`src/rtl/pc_ctrl.sv`:
```
// ----------------------------------------------------------------------------
// pc_ctrl
//
// Program-counter and branch-resolution stage. It sits directly behind the
// ALU, takes the ALU's branch decision for the current instruction and
// produces the address of the next instruction to fetch. The stage also holds:
//   - the branch lookup table used by lookup-form branches,
//   - the run/halt state machine,
//   - a saturating count of retired instructions.
//
// Parameters
//   PC_W       program counter width; addresses wrap modulo 2^PC_W (>= 8)
//   LUT_AW     lookup-table address width; table depth is 2^LUT_AW
//   START_ADDR PC value loaded on reset and on every start
//
// Ports
//   clk         system clock, rising edge
//   reset       asynchronous active-high reset, clears all state (LUT too)
//   start       one-cycle pulse, starts/restarts execution from IDLE or DONE
//   stall       freezes PC, counters and state for the current cycle
//   do_branch   branch-taken flag for the current instruction
//   branch_lut  0 = relative branch, 1 = lookup-table branch
//   branch_off  signed 8-bit relative branch offset
//   lut_idx     lookup-table index for lookup branches
//   halt_instr  current instruction is the final (halt) instruction
//   lut_we      lookup-table write enable
//   lut_waddr   lookup-table write address
//   lut_wdata   lookup-table write data (absolute target)
//   prog_ctr    registered current instruction address
//   fetch_en    instruction at prog_ctr executes this cycle
//   done        program has halted
//   retired     saturating count of executed instructions
//   taken_cnt   saturating count of taken branches (optional, see below)
//
// Optional feature
//   Define PC_CTRL_BRANCH_CNT_EN to add the taken_cnt output and its counter.
// ----------------------------------------------------------------------------
module pc_ctrl #(
   parameter int PC_W       = 10,
   parameter int LUT_AW     = 4,
   parameter int START_ADDR = 0
) (
   input  logic              clk,
   input  logic              reset,
   input  logic              start,
   input  logic              stall,
   input  logic              do_branch,
   input  logic              branch_lut,
   input  logic [7:0]        branch_off,
   input  logic [LUT_AW-1:0] lut_idx,
   input  logic              halt_instr,
   input  logic              lut_we,
   input  logic [LUT_AW-1:0] lut_waddr,
   input  logic [PC_W-1:0]   lut_wdata,
   output logic [PC_W-1:0]   prog_ctr,
   output logic              fetch_en,
   output logic              done,
   output logic [15:0]       retired
`ifdef PC_CTRL_BRANCH_CNT_EN
   ,
   output logic [15:0]       taken_cnt
`endif
);

   localparam int LUT_DEPTH = 2 ** LUT_AW;
   localparam logic [PC_W-1:0] START_PC = PC_W'(START_ADDR);

   typedef enum logic [1:0] {
      IDLE   = 2'd0,
      RUN    = 2'd1,
      HALTED = 2'd2
   } state_t;

   state_t state;

   logic [PC_W-1:0] lut [LUT_DEPTH];

   logic [PC_W-1:0] rel_target;
   logic [PC_W-1:0] next_pc;

   // The offset is sign-extended to the PC width, so the add wraps naturally
   // modulo 2^PC_W in both directions.
   assign rel_target = prog_ctr + {{(PC_W-8){branch_off[7]}}, branch_off};

   // An instruction executes only while running and not stalled.
   assign fetch_en = (state == RUN) && !stall;

   // Next-PC selection for a non-halting executed instruction. The LUT read
   // sees the pre-edge contents, so a same-cycle write to the same index is
   // not visible to the branch until the following cycle.
   always_comb begin
      next_pc = prog_ctr + {{(PC_W-1){1'b0}}, 1'b1};
      if (do_branch) begin
         if (branch_lut) begin
            next_pc = lut[lut_idx];
         end else begin
            next_pc = rel_target;
         end
      end
   end

   // Branch lookup table: synchronous write, accepted in any state. Reset
   // wipes every entry.
   always_ff @(posedge clk or posedge reset) begin
      if (reset) begin
         for (int i = 0; i < LUT_DEPTH; i++) begin
            lut[i] <= '0;
         end
      end else if (lut_we) begin
         lut[lut_waddr] <= lut_wdata;
      end
   end

   // Run/halt state machine with the PC and the counters. Start is honoured
   // only from IDLE or HALTED; a halt instruction wins over a simultaneous
   // branch and leaves the PC pointing at itself.
   always_ff @(posedge clk or posedge reset) begin
      if (reset) begin
         state     <= IDLE;
         prog_ctr  <= START_PC;
         done      <= 1'b0;
         retired   <= '0;
`ifdef PC_CTRL_BRANCH_CNT_EN
         taken_cnt <= '0;
`endif
      end else begin
         case (state)
            IDLE, HALTED: begin
               if (start) begin
                  state     <= RUN;
                  prog_ctr  <= START_PC;
                  done      <= 1'b0;
                  retired   <= '0;
`ifdef PC_CTRL_BRANCH_CNT_EN
                  taken_cnt <= '0;
`endif
               end
            end

            RUN: begin
               if (!stall) begin
                  if (retired != 16'hFFFF) begin
                     retired <= retired + 16'd1;
                  end
                  if (halt_instr) begin
                     state <= HALTED;
                     done  <= 1'b1;
                  end else begin
                     prog_ctr <= next_pc;
`ifdef PC_CTRL_BRANCH_CNT_EN
                     if (do_branch && (taken_cnt != 16'hFFFF)) begin
                        taken_cnt <= taken_cnt + 16'd1;
                     end
`endif
                  end
               end
            end

            default: begin
               state <= IDLE;
            end
         endcase
      end
   end

endmodule

```
`config.mk`:
```
export PLATFORM = sky130hd
export DESIGN_NAME = pc_ctrl
export DESIGN_NICKNAME = d
export VERILOG_FILES = /design/src/rtl/pc_ctrl.sv
export SDC_FILE = /design/constraint.sdc
export NUM_CORES = 1
export LEC_CHECK = 0
export CAP_MARGIN = 0
export CORE_UTILIZATION = 55
export DETAILED_ROUTE_END_ITERATION = 8
export GPL_ROUTABILITY_DRIVEN = 0
export HOLD_SLACK_MARGIN = 0.03
export PLACE_DENSITY_LB_ADDON = 0.2
export SLEW_MARGIN = 20
export SYNTH_ARGS = -nofsm -noshare
export SYNTH_HDL_FRONTEND = slang
export SYNTH_SLANG_ARGS = --single-unit
```
`constraint.sdc`:
```
create_clock -name clk -period 9.7 [get_ports clk]
set_input_delay 1.455 -clock clk [delete_from_list [all_inputs] [get_ports clk]]
set_output_delay 1.455 -clock clk [all_outputs]
set_load 0.02 [all_outputs]
```
# After elaboration in Yosys (flattened, before gate mapping)

Cells that the tools add are included.

Input bits: 34
Bits in registers: 189
Logic and storage cells: 70

Reduce and logical (&&, ||, !) cells: 10
Add/subtract/negate cells: 3
Bitwise gates (word level): 2
Equality and inequality tests: 8
Multiplexer cells: 24
$lt $le $gt $ge: 3

Operators by type and width:

| kind                                                        | count |
|---|---|
| bitwise mux 160 bit                                         | 1 |
| 2-to-1 mux 10 bit                                           | 8 |
| 2-to-1 mux 16 bit                                           | 3 |
| binary-select mux 10 bit (select 4 bit)                     | 1 |
| demux 10 bit (select 4 bit)                                 | 1 |
| one-hot mux 16 bit (2 select lines)                         | 1 |
| one-hot mux 10 bit (2 select lines)                         | 1 |
| adder 16 x 1 -> 16 bit (second input constant)              | 1 |
| inequality test 16 bit (second input constant)              | 1 |
| AND reduction 4 bit                                         | 3 |
| adder 10 x 1 -> 10 bit (second input constant)              | 1 |
| adder 10 bit                                                | 1 |
| greater-or-equal comparator 5 bit (second input constant)   | 2 |
| NOT 4 -> 5 bit                                              | 2 |
| inequality test 2 bit (second input constant)               | 4 |
| 2-to-1 mux 2 bit                                            | 3 |
| less-than comparator 5 x 1 -> 1 bit (second input constant) | 1 |
| one-hot mux 2 bit (2 select lines)                          | 1 |
| 2-to-1 mux 1 bit                                            | 3 |
| AND reduction 3 bit                                         | 1 |
| == test 2 x 1 -> 1 bit (second input constant)              | 1 |
| == test 2 bit (second input constant)                       | 1 |
| logical AND 1 bit                                           | 2 |
| logical NOT 2 bit                                           | 1 |
| other kinds (5)                                             | 5 |

# Longest topological paths before layout

Gate-level depths: netlist of run 1.

Word-level depth: 9
Depth in mapped cells: 9

# Least setup slack after synthesis of run 1

No wires, ideal clock.

Path type: input to register
From: input branch_off[0]
To: register prog_ctr[6]
Path slack: 6.255 ns
Path buffers: 0
Arrival time: 3.368 ns
Data required time: 9.623 ns
Cell stages on the path: 8
Cell sequence: ha_1 fa_1 a211oi_1 nor2_1 or4b_2 a31oi_1 o31ai_1 a21oi_1

Longest elaborated chain between the ends: 6

RTL lines:

| item                                | RTL line | text |
|---|---|---|
| start: declaration                  | 49       | `input logic [7:0] branch_off,` |
| adder 10 bit                        | 83       | `assign rel_target = prog_ctr + {{(PC_W-8){branch_off[7]}}, branch_off};` |
| 2-to-1 mux 10 bit                   | 94       | `if (branch_lut) begin` |
| 2-to-1 mux 10 bit                   | 93       | `if (do_branch) begin` |
| 2-to-1 mux 10 bit                   | 145      | `if (halt_instr) begin` |
| 2-to-1 mux 10 bit                   | 141      | `if (!stall) begin` |
| one-hot mux 10 bit (2 select lines) | 127      | `case (state)` |
| end signal: assignment              | 149      | `prog_ctr <= next_pc;` |
| end: declaration                    | 55       | `output logic [PC_W-1:0] prog_ctr,` |

No other way between the ends. The select of a mux whose other input is x is not followed.
A chain may end at the register's enable or synchronous reset.

# Worst setup path in the final report of run 1

From: input stall
To: output fetch_en

Longest elaborated chain between the ends: 2

RTL lines:

| item               | RTL line | text |
|---|---|---|
| start: declaration | 46       | `input logic stall,` |
| logical NOT 1 bit  | n/a      |  |
| logical AND 1 bit  | 86       | `assign fetch_en = (state == RUN) && !stall;` |
| end: declaration   | 56       | `output logic fetch_en,` |

No other way between the ends.

==> impl_results.md, run 1 <==
- CP arrival: 3.06 ns
- Largest net degree at the start of global routing: 115
- Routed WL per cell: 22.17 µm
- Met1 usage: a little over a third
- Status: completed
- Synth top area cells: dfrtp_1, mux2_2, mux4_2
- Overall Global Routing Usage: a little over a quarter
- Most used cell, CP: clkdlybuf4s50_1
- Synth top area share: 49.73%
- Gr ovfl total: 0
- CP Cell Sequence: clkdlybuf4s50_1, nor2_1, nand2_1, inv_1, clkdlybuf4s50_1
- P_sw: around 650 µW
- P_leak: between 4 and 5 nW
- Synth unique cells: 62
- Setup Viol. Count Final: 0
- HP Class: flip-flop to flip-flop
- Vias/cell: roughly 6.3
- Sequential cell area: 4730 µm²
- Cell Pwr Density: around 220 nW/µm²
- Number of synthesis warnings: 0
- Register area share after synthesis: 49.73%
- CP Launch Type: input port
- GR Layer Usage met3: between 4 and 5%
- Synth async-reset ratio: 100.0%
- Die ar.: roughly 18000 µm²
- TritonCTS clock tree: built
- Synth Register Bits: between 150 and 200
- Die extent in y: roughly 130 µm
- I/O pins: 62
- Global-route wire length before repair: around 35000 µm
- # DRC: 0
- Antenna Nets Post-Route: 0
- Floorplan row count: 47
- CP Class: input port to output pin
- Slew headroom: about 28%
- Final Max Tran Viols: 0
- FMAX: about 220 MHz
- Clk buf depth: 2
- Worst R2R Setup Slack: ~7.0 ns
- Synth Net Count: 757
- RSZ-0062 raised after global routing: false
- Most used routing layer: met2
- Max VDD drop: between 0.1 and 0.15 mV
- Syn-to-layout area delta: 13.71%
- Drt total wl: 21950 µm
- Post-DP HPWL: around 14000 µm
- CP delay by family, top: buffers and inverters
- Die Wd: roughly 130 µm
- Crit. End Element: output pin
- Initial core utilization: approximately 57%
- Setup TNS: 0 ns
- Final Hold Viols: 0
- Fin crit share: 46.56%
- Post-Syn Instances: just over 700
- Clock power frac: 30.8%
- Pint: 1.705 mW
- Fin Hold WS: 0.5012 ns
- Seq pwr share: 45.8%
- CP bufs+invs: 3
- Layout cell share with drive strength beyond 1: about 31%
- Number of global-route vias before repair: around 6500
- Switching portion of total power: between 20% and 30%
- Total CTS buffers: 17
- Antenna Cells: 0
- DRT Pass-1 Iters: 4
- PortBufs: between 60 and 70
- Combinational share of power: between 20% and 30%
- Core footprint: 16760 µm²
- Initial antenna violation count: 0
- Crit-path max cell delay: ~0.62 ns
- WP data required: roughly 8.3 ns
- Layout Skew: approximately 0.0067 ns
- Most frequent cells after synthesis: dfrtp_1, mux2_2, nor2_1, nand2_1, o21ai_0
- Most numerous cell in the Yosys netlist: dfrtp_1
- Final min period: between 4 and 5 ns
- Most area-hungry cell type in the Yosys netlist: dfrtp_1
- Clock Root Buffer: clkbuf_16
- Slowest-stage cell, CP: clkdlybuf4s50_1
- Clk slew on worst S/H paths: roughly 0.060 ns
- Synthesized area per cell: approximately 13 µm²
- Initial detailed-routing violation count: 300
- Ys flop type: dfrtp_1
- Number of gates given a new drive strength after cts: 0
- Crit-path max FO: 5
- CTS Hold Buffers Added: 0
- Actual slew at the worst max-slew pin: 1.083 ns
- Filler Cell Count: 1223
- Clk sink count: 189
- Via count: 6256
- Htree depth: 4
- Mapped Area: 9510 µm²
- Post-synth EDFFs: 0
- Multi-input logic area: approximately 4500 µm²
- Max Cap Viol: 0
- Clock Latency Late Sink: around 0.42 ns
- Number of nets in the layout: approximately 800
- Post-CTS setup buffer count: 0
- Grt met2 use: between 40% and 50%
-- per-layer routing --
layer,vias up,part of all wire [%],wire length [µm]
met5,-,0,0
met4,0,1.9,418
met3,42,5.3,1164
met2,239,49,10800
met1,3207,44,9568
li1,2768,-,-
-- placed cells by master (no fill, tap or decap), types with 11 or more instances in the layout --
master,synthesis,final
mux2i_1,14,14
nand3_1,14,14
xor2_1,11,11
clkdlybuf4s50_1,0,59
nand2_1,23,23
clkbuf_16,0,17
dfrtp_1,189,189
mux4_2,21,21
nor2_1,31,31
o21ai_0,22,22
mux2_2,166,166
a21oi_1,21,21
mux4_1,14,14
ha_1,11,11
-- power groups by stage --
| stage | clock network (mW) | logic [mW] | registers (mW) |
|---|---|---|---|
| global placement | 0 | 0.526 | 1.07 |
| CTS | 0.733 | 0.552 | 1.08 |
| finish | 0.725 | 0.548 | 1.08 |
| detailed placement | 0 | 0.547 | 1.09 |
| global route | 0.769 | 0.597 | 1.10 |
| floorplan | 0 | 0.393 | 1.07 |
-- final cells by class --
cell class	count	share of cell area [%]
clock buffer	23	4.512
clock inverter	9	1.226
inverter	6	0.2777
tap	220	2.545
sequential	189	43.73
multi-input combinational	477	41.80
timing repair buffer	66	5.901
-- state kept, by name, summed over array words and instances (netlist names) --
| register | cells |
|---|---|
| prog_ctr | 10 |
| done | 1 |
| lut | 160 |
| state | 2 |
| retired | 16 |
-- path summary, 6_finish.rpt --
| path | from | end | cells past startpoint |
|---|---|---|---|
| setup / recovery | stall | fetch_en | 5 |
| hold / removal | lut[130] | lut[130] | 1 |
| setup reg to reg | prog_ctr[0] | prog_ctr[6] | 8 |
| hold reg to reg | lut[130] | lut[130] | 1 |
| max in group asynchronous | reset | lut[15] | 3 |
| min in group asynchronous | reset | retired[9] | 2 |
-- per-stage QoR --
stage / setup WS [ns] / total power [mW] / cell area (µm²) / util [%] / instances
final: 5.184 / 2.352 / 10810 / 64.52 / 990
after detailed placement: 5.215 / 1.637 / 10190 / 60.81 / 958
after floorplan: 3.103 / 1.464 / 9510 / - / 711
after global placement: 5.234 / 1.595 / 10190 / 60.81 / 958
after global routing: 5.082 / 2.467 / 10810 / 64.52 / 990
after CTS: 5.200 / 2.361 / 10810 / 64.51 / 990
-- cells by family (layout without fill, tap and decap cells) --
logic type	after synthesis	count (layout)	synth area share [%]
multiplexers	215	215	29.97
flip-flops	189	189	49.73
AND/OR/NAND/NOR	141	141	8.078
AO/OA/AOI/OAI	92	92	6.263
buffers and inverters	45	104	2.736
XOR/XNOR	17	17	1.566
adder cells (fa/ha/maj)	12	12	1.658
-- worst reg2reg max path, stage by stage (launching register included) --
cell and delay [ns]:
dfrtp_1 0.46, ha_1 0.26, fa_1 0.43, a211oi_1 0.28, nor2_1 0.12, or4b_2 0.62, a31oi_1 0.21, o31ai_1 0.09
a21oi_1 0.19
Note: power is estimated with default switching activity, not from simulation.
==> inputs of run 2 (changes only) <==
--- a/config.mk
+++ b/config.mk
@@ -6,7 +6,7 @@
 export NUM_CORES = 1
 export LEC_CHECK = 0
 export CAP_MARGIN = 0
-export CORE_UTILIZATION = 55
+export CORE_UTILIZATION = 54
 export DETAILED_ROUTE_END_ITERATION = 8
 export GPL_ROUTABILITY_DRIVEN = 0
 export HOLD_SLACK_MARGIN = 0.03
==> constraint.sdc (replaced) <==
create_clock -name clk -period 3.66 [get_ports clk]
set_input_delay 0.549 -clock clk [delete_from_list [all_inputs] [get_ports clk]]
set_output_delay 0.549 -clock clk [all_outputs]
set_load 0.02 [all_outputs]
==> impl_results.md, run 2 (synthesized netlist as in run 1, its figures left out) <==
- Clk buf depth: 2
- Antenna Nets Post-Route: 0
- Layout Skew: between 0.009 and 0.01 ns
- Initial core utilization: 55.18%
- Routed WL per cell: between 20 and 25 µm
- CP Launch Type: input port
- Clock Root Buffer: clkbuf_16
- Largest net degree at the start of global routing: between 50 and 60
- Clk slew on worst S/H paths: 0.06 ns
- Switching portion of total power: between 20% and 30%
- FMAX: between 300 and 400 MHz
- Die ar.: roughly 18000 µm²
- P_sw: ~1.7 mW
- Number of nets in the layout: about 810
- Commonest non-fill, non-tap cell in the layout: dfrtp_1
- Combinational share of power: 23.5%
- Largest Register: lut
- WL met3: just under 1000 µm
- Initial antenna violation count: 0
- Core footprint: roughly 17000 µm²
- Die Wd: about 130 µm
- Setup Viol. Count Final: 0
- Top flop regs: lut: 160 flops, retired: 16 flops, prog_ctr: 10 flops
- Met1 wire length: around 9500 µm
- Final Hold Viols: 0
- Vias/cell: a little over 6
- I/O pins: 62
- DR WL met2: ~11000 µm
- Global-route wire length before repair: ~35000 µm
- Htree depth: 4
- Total CTS buffers: 17
- Via count: 6166
- Max Cap Viol: 0
- Slew headroom: 41.00%
- Crit. End Element: output pin
- DRT Pass-1 Iters: 5
- Max VDD drop: roughly 0.37 mV
- Cell Pwr Density: 569.4 nW/µm²
- Top sig layer: met4
- WP data required: around 3.1 ns
- P_leak: 4.633 nW
- Number of gates given a new drive strength after cts: 0
- Antenna Cells: 0
- Layout cell share with drive strength beyond 1: a little under a third
- Pint: ~4.5 mW
- Post-DP HPWL: about 14000 µm
- Overall Global Routing Usage: 26.24%
- Final min period: 2.769 ns
- Worst R2R Setup Slack: 1.01 ns
- Actual slew at the worst max-slew pin: 0.8841 ns
- # DRC: 0
- Setup TNS: 0 ns
- Fin crit share: between 70% and 80%
- PortBufs: around 60
- Initial detailed-routing violation count: 313
- Max reg flops: 160
- CTS Hold Buffers Added: 0
- Seq pwr share: approximately 46%
- Crit-path max FO: 5
- Drt total wl: 21880 µm
- Pwr Total: 6.225 mW
- Clock power frac: between 30% and 40%
- Status: completed
- Final Max Tran Viols: 0
- Post-CTS setup buffer count: 0
- Clk sink count: 189
- Gr ovfl total: 0
- CP arrival: between 2 and 2.5 ns
- TritonCTS clock tree: built
- Syn-to-layout area delta: 14.97%
- Die extent in y: approximately 130 µm
- Number of global-route vias before repair: between 6000 and 7000
- HP Class: flip-flop to flip-flop
- RSZ-0062 raised after global routing: false
- CP Class: input port to output pin
- Most frequent cells in the layout: dfrtp_1, mux2_2, clkdlybuf4s50_1
- Clock Latency Late Sink: around 0.43 ns
- Floorplan row count: between 40 and 50
[run 2: changes by cell type in the layout (fill, tap and decap cells not counted), sizes merged]
cell	before	now
buf	7	17
inv	7	5
clkinvlp	2	4
[run 2: metal layers]
metal,up-vias,global-route usage (%)
met5,-,0
met4,0,8.489
met3,34,3.979
met2,183,44.36
met1,3174,34.92
li1,2775,-
[run 2: path summary, 6_finish.rpt]
| kind | from | to | cells past startpoint |
|---|---|---|---|
| hold / removal | lut[149] | lut[149] | 1 |
| max in group asynchronous | reset | retired[3] | 3 |
| setup reg to reg | prog_ctr[0] | prog_ctr[6] | 8 |
| setup / recovery | stall | fetch_en | 5 |
| hold reg to reg | lut[149] | lut[149] | 1 |
| min in group asynchronous | reset | retired[10] | 2 |
[run 2: critical path: stages]
cell             delay [ns]
clkdlybuf4s50_1        0.49
nor2_1                 0.22
nand2_1                0.15
inv_1                  0.18
clkdlybuf4s50_1        0.63
[run 2: power by group through the flow]
stage | registers, mW | logic (mW) | clock network [mW]
floorplan | 2.84 | 1.04 | 0
global placement | 2.83 | 1.41 | 0
global route | 2.91 | 1.60 | 2.01
finish | 2.85 | 1.46 | 1.91
CTS | 2.85 | 1.47 | 1.93
detailed placement | 2.88 | 1.46 | 0
[run 2: layout make-up]
type / count / area (µm²)
flip-flops and latches: 189 / 4730
multi-input cells: 477 / 4521
inverters: 6 / 26.28
well taps: 225 / 281.5
clock buffers: 23 / 478.0
clock inverters: 9 / 135.1
repair buffers: 76 / 763.2
fillers: 1276 / 6302
[run 2: stage by stage]
step                setup slack, ns  utilization (%)  hold slack, ns  area (µm²)  cells
global placement             0.5455            59.88          0.4790       10320    973
CTS                          0.8972            63.44          0.5010       10930   1005
detailed placement           0.5382            59.88          0.4866       10320    973
global route                 0.7637            63.44          0.5150       10930   1005
finish                       0.8909            63.44          0.4979       10930   1005
floorplan                    0.6765                -          0.4704        9514    711
